**src/rtl/double_buffer_ctrl.sv**
```systemverilog
// Ping-pong controller between the DMA write channel and two blocking buffers:
// alternating grants and W routing on the load side, one registered row stream on the read side.
module double_buffer_ctrl #(
  parameter int AXI_DW_g = 64,
  parameter int depth_g  = 16,
  localparam int IDX_W   = (depth_g > 1) ? $clog2(depth_g) : 1
) (
  input  logic                  clk_i,
  input  logic                  rst_n_i,
  input  logic                  enable_i,
  input  logic                  s_axi_wvalid_i,
  output logic                  s_axi_wready_o,
  output logic [1:0]            buf_wvalid_o,
  input  logic [1:0]            buf_wready_i,
  input  logic [1:0]            buf_avail_i,
  input  logic [1:0]            buf_push_i,
  input  logic [2*AXI_DW_g-1:0] buf_data_i,
  output logic [1:0]            buf_grant_o,
  output logic                  row_valid_o,
  output logic [AXI_DW_g-1:0]   row_data_o,
  output logic [IDX_W-1:0]      row_idx_o,
  output logic                  matrix_done_o,
  output logic                  order_err_o
);

  typedef enum logic [1:0] {
    IDLE,
    GRANT,
    LOADING
  } state_t;

  state_t state_q, state_d;
  logic   ld_sel_q, ld_sel_d;

  // ---------------------------------------------------------------- load side
  always_ff @(posedge clk_i or negedge rst_n_i) begin
    if (!rst_n_i) begin
      state_q  <= IDLE;
      ld_sel_q <= 1'b0;
    end else begin
      // NOTE: sequential state uses non-blocking assignments so every register
      // samples the pre-edge values regardless of statement order.
      state_q  <= state_d;
      ld_sel_q <= ld_sel_d;
    end
  end

  always_comb begin
    // NOTE: every output of this block gets a default first, so no path can
    // leave a signal unassigned and infer a latch.
    state_d        = state_q;
    ld_sel_d       = ld_sel_q;
    buf_grant_o    = '0;
    buf_wvalid_o   = '0;
    s_axi_wready_o = 1'b0;
    case (state_q)
      IDLE: begin
        if (enable_i && buf_avail_i[ld_sel_q]) state_d = GRANT;
      end
      GRANT: begin
        buf_grant_o[ld_sel_q] = 1'b1;
        state_d               = LOADING;
      end
      LOADING: begin
        buf_wvalid_o[ld_sel_q] = s_axi_wvalid_i;
        s_axi_wready_o         = buf_wready_i[ld_sel_q];
        // Buffer dropping available means it is full: hand over to the other one.
        if (!buf_avail_i[ld_sel_q]) begin
          ld_sel_d = ~ld_sel_q;
          state_d  = IDLE;
        end
      end
      default: state_d = IDLE;
    endcase
  end

  // ---------------------------------------------------------------- read side
  logic                 rd_sel_q;
  logic                 push_d_q;
  logic                 push_fall;
  logic                 rd_sel_nx;
  logic                 err_set;
  logic [IDX_W-1:0]     idx_inc;
  logic [AXI_DW_g-1:0]  rd_data;

  // A matrix is one contiguous run of push cycles, so a falling push ends it.
  assign push_fall = push_d_q & ~buf_push_i[rd_sel_q];
  assign rd_sel_nx = rd_sel_q ^ push_fall;
  assign rd_data   = rd_sel_q ? buf_data_i[2*AXI_DW_g-1:AXI_DW_g] : buf_data_i[AXI_DW_g-1:0];
  assign idx_inc   = (row_idx_o == IDX_W'(depth_g - 1)) ? '0 : row_idx_o + IDX_W'(1);
  // push_d_q doubles as "current matrix started"; the other buffer may only
  // push once the current one has begun, and never both together.
  assign err_set   = (&buf_push_i) | (buf_push_i[~rd_sel_q] & ~push_d_q);

  always_ff @(posedge clk_i or negedge rst_n_i) begin
    if (!rst_n_i) begin
      rd_sel_q      <= 1'b0;
      push_d_q      <= 1'b0;
      row_valid_o   <= 1'b0;
      row_data_o    <= '0;
      row_idx_o     <= '0;
      matrix_done_o <= 1'b0;
      order_err_o   <= 1'b0;
    end else begin
      rd_sel_q      <= rd_sel_nx;
      // Sampling with the next selector keeps back-to-back matrices contiguous.
      push_d_q      <= buf_push_i[rd_sel_nx];
      row_valid_o   <= push_d_q;
      row_data_o    <= rd_data;
      matrix_done_o <= push_fall;
      order_err_o   <= order_err_o | err_set;
      if (push_d_q && row_valid_o && !matrix_done_o) row_idx_o <= idx_inc;
      else                                           row_idx_o <= '0;
    end
  end

endmodule

```
**config.mk**
```make
export PLATFORM = sky130hd
export DESIGN_NAME = double_buffer_ctrl
export DESIGN_NICKNAME = d
export VERILOG_FILES = /design/src/rtl/double_buffer_ctrl.sv
export SDC_FILE = /design/constraint.sdc
export NUM_CORES = 1
export LEC_CHECK = 0
export CAP_MARGIN = 30
export CORE_UTILIZATION = 31
export DETAILED_ROUTE_END_ITERATION = 6
export PLACE_DENSITY_LB_ADDON = 0.3
export SLEW_MARGIN = 15
export SYNTH_ARGS = -nofsm -noshare
export SYNTH_HDL_FRONTEND = slang
export SYNTH_SLANG_ARGS = --single-unit
```
**constraint.sdc**
```tcl
create_clock -name clk_i -period 1.2 [get_ports clk_i]
set_input_delay 0.3 -clock clk_i [delete_from_list [all_inputs] [get_ports clk_i]]
set_output_delay 0.3 -clock clk_i [all_outputs]
set_load 0.03 [all_outputs]
```
== Word level (Yosys, flattened, before mapping) ==
Cells that the tools add are included.

* Add/sub/neg operators: 1
* Multipliers: 0
* Divide/modulo/power cells: 0
* Order comparisons: 5
* Equal/unequal tests: 5
* Shifts and indexed selects: 0
* Muxes and demuxes: 21
* Bitwise gates (word level): 11
* Reductions and logical operators: 9

{| class="wikitable"
|+ Operators with widths
! cell !! count
|-
| 64-bit two-way mux || 1
|-
| 1-bit two-way mux || 12
|-
| 1-bit by 2-bit < comparator with 1-bit output (second input constant) || 4
|-
| 2-bit two-way mux || 4
|-
| 4-bit two-way mux || 2
|-
| 2-bit one-hot mux with 3 select lines || 1
|-
| 2-bit AND reduction || 3
|-
| 1-bit inverter || 5
|-
| 4-bit by 1-bit adder with 4-bit output (second input constant) || 1
|-
| 4-bit == test (second input constant) || 1
|-
| 1-bit logical AND || 4
|-
| 2-bit != test (second input constant) || 2
|-
| 1-bit bitwise AND || 2
|-
| 2-bit bitwise AND || 1
|-
| 2-bit by 1-bit == test with 1-bit output (second input constant) || 1
|-
| 2-bit == test (second input constant) || 1
|-
| 2-bit logical NOT || 1
|-
| 1-bit OR || 2
|-
| 1-bit demux with 1-bit select || 1
|-
| 1-bit greater-or-equal comparator (second input constant) || 1
|-
| 1-bit logical NOT || 1
|-
| 1-bit XOR || 1
|}

* Flip-flop bits (word level): 76
* Bits in latches: 0
* Memory bits (writable): 0
* Bits in read-only memories: 0
* Input port bits: 138
* Word-level logic and storage cells: 61
* Memories: 0

== Longest topological paths before layout ==
Gate-level depths: netlist (run 1).

* Depth in word-level cells: 7
* Mapped depth: 5
* Gate-level depth less buffers: 4

== Worst setup path before layout (run 1) ==
Ideal clock, no wire load.

* Path type: register to output
* Start point: register state_q[0]
* End point: output buf_wvalid_o[0]
* Data arrival time: 1.232 ns
* Required time: 0.900 ns
* Slack: -0.332 ns
* Cell stages (with the launch flop): 3
* Path buffers: 0
* Path through: dfrtp_1 nand2b_1 nor3_1

* Longest elaborated chain between the ends: 2

{| class="wikitable"
|+ RTL lines
! item !! line !! RTL
|-
| start, declared || 32 || <nowiki>state_t state_q, state_d;</nowiki>
|-
| start signal, assigned || 43 || <nowiki>state_q <= state_d;</nowiki>
|-
| 2-bit == test || 56 || <nowiki>case (state_q)</nowiki>
|-
| 2-bit two-way mux || 56 ||
|-
| end, declared || 13 || <nowiki>output logic [1:0] buf_wvalid_o,</nowiki>
|}

Every way passes these cells.

== Final worst setup path (run 1) ==
* Start point: register ld_sel_q
* End point: output buf_wvalid_o[0]

* Longest elaborated chain between the ends: 6
* Elaborated cells between the ends (all ways): 7
* Classes of those cells: 2 x order compare; 3 x mux; 1 x bitwise; 1 x reduce/logical

{| class="wikitable"
|+ RTL lines
! item !! line !! RTL
|-
| start, declared || 33 || <nowiki>logic ld_sel_q, ld_sel_d;</nowiki>
|-
| start signal, assigned || 44 || <nowiki>ld_sel_q <= ld_sel_d;</nowiki>
|-
| 1-bit by 2-bit < comparator with 1-bit output (not written as such) / 1-bit greater-or-equal comparator (equally long branches) || 65 || <nowiki>buf_wvalid_o[ld_sel_q] = s_axi_wvalid_i;</nowiki>
|-
| 1-bit logical AND (not written as such) || 65 ||
|-
| 1-bit two-way mux (not written as such) || 65 ||
|-
| 1-bit demux with 1-bit select (*) || 65 ||
|-
| 2-bit bitwise AND (no line) (*) || - ||
|-
| 2-bit two-way mux (*) || 56 ||
|}

Every way passes the cells marked *; elsewhere a longest branch is shown, timed or not.

==> results of run 1 <==
==> worst min path at each step <==
stage | from | to | slack [ns] | depth (start not counted)
floorplan | rst_n_i | ld_sel_q | 0.004 | 0
global placement | rst_n_i | row_data_o[19] | 0.29 | 2
detailed placement | rst_n_i | row_data_o[15] | 0.30 | 2
CTS | rst_n_i | row_data_o[19] | 0.49 | 3
global route | rst_n_i | row_data_o[22] | 0.49 | 3
finish | rst_n_i | row_data_o[19] | 0.50 | 3
==> registers in the layout, indices dropped and copies added (netlist names) <==
| signal | flops |
|---|---|
| ld_sel_q | 1 |
| order_err_o | 1 |
| row_idx_o | 4 |
| matrix_done_o | 1 |
| row_data_o | 64 |
| rd_sel_q | 1 |
| row_valid_o | 1 |
| push_d_q | 1 |
| state_q | 2 |
==> cell type report <==
class | instances | area (µm²) | share of cell area
inverters | 7 | 26.3 | 0.00459
well taps | 129 | 161 | 0.0282
clock inverters | 5 | 36.3 | 0.00634
multi-input cells | 95 | 1060 | 0.185
flip-flops and latches | 76 | 1910 | 0.333
repair buffers | 234 | 2380 | 0.416
clock buffers | 11 | 151 | 0.0264
==> cell families (layout without fill, tap and decap cells) <==
| kind of cell | after synthesis | in the layout |
|---|---|---|
| compound gates | 12 | 12 |
| xor+xnor | 1 | 1 |
| fa+ha+maj | 1 | 1 |
| buf+inv | 16 | 257 |
| flops | 76 | 76 |
| mux | 68 | 68 |
| simple gates | 13 | 13 |
==> through the flow <==
stage / TNS (ns) / power, µW / util / cell area, µm² / setup slack [ns]
2_1_floorplan: -0.163 / 6460 / - / 3020 / -0.0672
3_3_place_gp: -0.738 / 8350 / 0.560 / 5200 / -0.285
5_1_grt: -2.13 / 11200 / 0.617 / 5720 / -0.406
3_5_place_dp: -0.987 / 8440 / 0.560 / 5200 / -0.285
4_1_cts: -1.65 / 10500 / 0.596 / 5540 / -0.365
6_report: -1.47 / 10700 / 0.617 / 5720 / -0.347
==> report_power, final <==
part | switching [µW] | internal, µW | total, µW
registers | 359 | 3230 | 3590
logic | 2540 | 2760 | 5290
clock network | 952 | 864 | 1820
==> critical path: cells and delay by family, from the launching register on <==
family,cells,cell delay [ns]
flops,1,0.45
buf+inv,2,0.29
simple gates,1,0.18
==> placed cells by master, fill, tap and decap left out, types with 2 or more instances in the layout <==
cell type / instances
a21oi_1: 3
buf_12: 5
buf_4: 33
buf_6: 59
clkbuf_8: 11
clkdlybuf4s50_1: 136
clkinvlp_4: 3
dfrtp_1: 74
inv_1: 7
mux2_2: 47
mux2_4: 17
mux2i_1: 4
nand2b_4: 2
nor2_1: 2
nor2_2: 2
nor3_4: 2
o21ai_0: 2
==> per-layer routing <==
metal  up-vias  global-route usage  part of all wire
li1       1119                   -                 -
met3        13              0.0522             0.096
met5         -                   0                 0
met4         0              0.0635             0.015
met2       131               0.294              0.54
met1      1170               0.160              0.35
==> what timing repair did <==
action | in CTS | in global routing
pin swaps | 0 | 1
setup buffers | 6 | 3
hold buffers | 1 | 0
endpoints found under the setup margin | 23 | 62
gates resized for setup | 26 | 43
gates cloned | 0 | 0
hold endpoints to repair | 76 | 0
==> results.tsv, run 1 <==
metric	value	unit
synth-compound-area-share	0.0234	
nFillCells	761	
critical_path_class	flip-flop to output pin	
wl_per_cell	14.5	µm
syn-instance-count	187	
ant_nets	0	
fin_crit	1.55	ns
p_leak	0.00252	µW
synth.top_cell.area_share	0.635	
fin_ws	-0.347	ns
drt-total-wl	8.08	mm
antenna_cells	0	
ys_top_cells_by_area	dfrtp_1 (64%), mux2_2 (18%), mux2_4 (8.5%), mux2i_1 (1.3%), buf_8 (1.0%)	
rsz0062_at_grt	true	
yosysWarnings	0	
first_pass_iters	3	
coreArea	9280	µm²
grt_max_degree	40	
tightest_slew	0.276	ns
grt_antenna_before_repair	0	
final-setup-viol-count	6	
synth_fp_nets	326	
path_cells	buf_6 > nor3_4 > buf_6	
fin_skew	0.00680	ns
cts_inserted_buffers	9	
seq_area_frac_synth	0.635	
nets	562	
reg2reg_depth	2	
grt_pass1_wl	12.0	mm
synth_edf_count	0	
max_freq	0.647	GHz
r2r_end	row_data_o[16]	
peakVddDrop	0.692	mV
tritoncts	yes	
htreeDepth	3	
r2r_start	rd_sel_q	
synth_ff_type	dfrtp_1	
grt.total_usage	0.157	
synth_top_family_by_area	multiplexers	
vias	2433	
r2r_setup_slack	0.03	ns
synth_most_common_cell	dfrtp_1	
whs	0.499	ns
synth_common_cells	dfrtp_1 (76), mux2_2 (47), mux2_4 (17)	
critical_path_arrival	1.25	ns
dp.cells	531	
portBuffers	213	
max_stage_delay	0.45	ns
power_density	1870	nW/µm²
synthSimpleGateAreaFrac	0.0242	
clockRootBuffer	clkbuf_8	
first_global_vias	2510	
worstPathMaxFanout	4	
violations	setup timing	
die_w	100	µm
endpoint	buf_wvalid_o[0]	
cts_buffer_depth	2	
chipHeight	100	µm
netlist_area	2990	µm²
yosysTopAreaCell	dfrtp_1	
die_area	10100	µm²
synth-xor-area-share	0.00293	
drv_slew	0	
insertion_delay	0.33	ns
slowest_stage	dfrtp_2	
cp-start-kind	flip-flop	
crit_path_start	ld_sel_q	
ys_ff_latch	76	
post-route-period-util	1.29	
viasPerCell	4.37	
cts.sinks	76	
layout-drive-gt1-share	0.442	
dp_hpwl	6.03	mm
endpoint_kind	output pin	
required	0.90	ns
hold_class	input port to async pin	
status	finished with violations	
num_io_pins	214	
rows	35	
yosysUniqueCellTypes	24	
avgSynthCellArea	16.0	µm²
globalplace.congestion	0.692	
synth_adder_area_share	0.00418	
hold_viol	0	
max_slew_margin	0.813	
crit_top_cell	buf_6	
clk_pin_slew	0.09	ns
initial_core_util	0.323	
drt_iter0_drc	27	
cap_violations	0	
final_cells	557	
synthMuxAreaShare	0.275	
drc	0	
areaGrowthSynthToFinish	91.2	%
async_flop_share	1.00	
grt_overflow	0	
Power figures use the tool's default switching activity.
==> inputs of run 2 (changes only) <==
- SLEW_MARGIN: 15 -> default
==> results of run 2 <==
Final layout, timing and power as in run 1 (identical DEF).
==> inputs of run 3 (changes only) <==
- ABC_CLOCK_PERIOD_IN_PS: default -> 1200
- MAX_ROUTING_LAYER: default -> met4
==> run 3 against run 2 <==
Effect of this change:
- the flow still finishes with violations (setup timing)
- clock skew about the same
- fmax about the same
- clock power about the same
- largest power group unchanged
- count of clock-buffer cells in the layout unchanged
- via count about the same
- cell count unchanged
- setup slack about the same
- sequential power about the same
- non-clock buffer count unchanged
- die area unchanged
- sequential cell count unchanged
- highest routed layer unchanged
- register-to-register slack about the same
==> results.tsv, run 3 (same netlist as run 1, synthesis figures left out) <==
metric	value	unit	change
tritoncts	yes		
initial_core_util	0.323		unchanged
layout-drive-gt1-share	0.442		unchanged
critical_path_arrival	1.25	ns	about the same
drt_iter0_drc	26		-3.7%
first_global_vias	2512		+0.080%
clockRootBuffer	clkbuf_8		
tightest_slew	0.276	ns	-0.00000215 ns
clk_pin_slew	0.09	ns	about the same
ant_nets	0		unchanged
num_io_pins	214		unchanged
endpoint_kind	output pin		
cts.sinks	76		unchanged
fin_skew	0.00644	ns	-0.000356 ns
dp_slack	-0.285	ns	unchanged
die_area	10100	µm²	unchanged
portBuffers	213		unchanged
drv_slew	0		unchanged
fin_crit	1.55	ns	+0.000103 ns
rsz0062_at_grt	true		
largest_register_ffs	64		unchanged
chipHeight	100	µm	unchanged
fin_ws	-0.347	ns	-0.000103 ns
max_stage_delay	0.45	ns	about the same
coreArea	9280	µm²	unchanged
max_freq	0.647	GHz	about the same
r2r_setup_slack	0.03	ns	about the same
crit_cells	3		unchanged
areaGrowthSynthToFinish	91.2	%	unchanged
grt_pass1_wl	11.9	mm	-0.23%
dp_hpwl	6.03	mm	unchanged
hold_viol	0		unchanged
max_slew_margin	0.813		about the same
r2r_end	row_data_o[16]		
violations	setup timing		
finalSetupTns	-1.47	ns	-0.00145 ns
cts_inserted_buffers	9		unchanged
endpoint	buf_wvalid_o[0]		
final-setup-viol-count	6		unchanged
power_density	1870	nW/µm²	about the same
htreeDepth	3		unchanged
r2r_start	rd_sel_q		
crit_path_start	ld_sel_q		
p_leak	0.00252	µW	unchanged
required	0.90	ns	about the same
cap_violations	0		unchanged
whs	0.498	ns	-0.000416 ns
grt_overflow	0		unchanged
antenna_cells	0		unchanged
path_buf_inv	2		unchanged
peakVddDrop	0.692	mV	about the same
critPathTopFamily	flip-flops		
die_w	100	µm	unchanged
reg_top3	row_data_o (64), row_idx_o (4), state_q (2)		
largest-register	row_data_o		
status	finished with violations		
hold_class	input port to async pin		
globalplace.congestion	0.699		+1.1%
reg2reg_depth	2		unchanged
cts_buffer_depth	2		unchanged
rows	35		unchanged
grt.total_usage	0.162		+0.00475
nets	562		unchanged
grt_antenna_before_repair	0		unchanged
drc	0		unchanged
post-route-period-util	1.29		about the same
slowest_stage	dfrtp_2		
crit_top_cell	buf_6		
worstPathMaxFanout	4		unchanged
layout_commonest_cell	clkdlybuf4s50_1		
grt_max_degree	40		unchanged
path_cells	buf_6 > nor3_4 > buf_6		
cp-start-kind	flip-flop		
drt-total-wl	8.08	mm	about the same
vias	2435		+0.082%
mostFrequentLayoutCells	clkdlybuf4s50_1 (136), dfrtp_1 (74), buf_6 (59), mux2_2 (47), buf_4 (33)		
critical_path_class	flip-flop to output pin		
first_pass_iters	4		+1
insertion_delay	0.33	ns	about the same
wl_per_cell	14.5	µm	about the same
viasPerCell	4.37		about the same
run 3: per-stage QoR:
| step | instance area [µm²] | power [µW] | util | cells |
|---|---|---|---|---|
| floorplan | 3020 | 6460 | - | 187 |
| global placement | 5200 | 8350 | 0.560 | 531 |
| detailed placement | 5200 | 8440 | 0.560 | 531 |
| CTS | 5540 | 10500 | 0.596 | 554 |
| global route | 5720 | 11200 | 0.617 | 557 |
| finish | 5720 | 10700 | 0.617 | 557 |
run 3: routing by layer:
layer	wire length, µm	global-route usage	up-vias
met5	0	-	-
met4	136	0.0635	0
met3	639	0.0404	13
met2	4350	0.293	130
met1	2950	0.168	1173
li1	-	-	1119
run 3: layout make-up:
class | count | area, µm²
repair buffers | 234 | 2380
clock inverters | 5 | 36.3
fillers | 761 | 3560
flip-flops and latches | 76 | 1910
clock buffers | 11 | 151
well taps | 129 | 161
multi-input cells | 95 | 1060
inverters | 7 | 26.3
run 3: worst min path at each step:
stage,startpoint,end,cells past startpoint
after floorplan,rst_n_i,ld_sel_q,0
after global placement,rst_n_i,row_data_o[19],2
after detailed placement,rst_n_i,row_data_o[15],2
after CTS,rst_n_i,row_data_o[19],3
after global routing,rst_n_i,row_data_o[22],3
final,rst_n_i,row_data_o[19],3
run 3: power by group:
part | internal, µW | total (µW) | switching [µW]
sequential | 3230 | 3590 | 359
clock | 864 | 1820 | 952
combinational | 2760 | 5300 | 2540
run 3: worst reg2reg max path: stages (launching register included):
cell	delay [ns]
dfrtp_4	0.48
buf_12	0.20
mux2_2	0.37
run 3: timing repair:
item | 4_1_cts | 5_1_grt
gates resized for setup | 26 | 43
setup buffers | 6 | 3
setup endpoints to repair | 23 | 62
hold buffers | 1 | 0
pin swaps | 0 | 1
endpoints found under the hold margin | 76 | 0
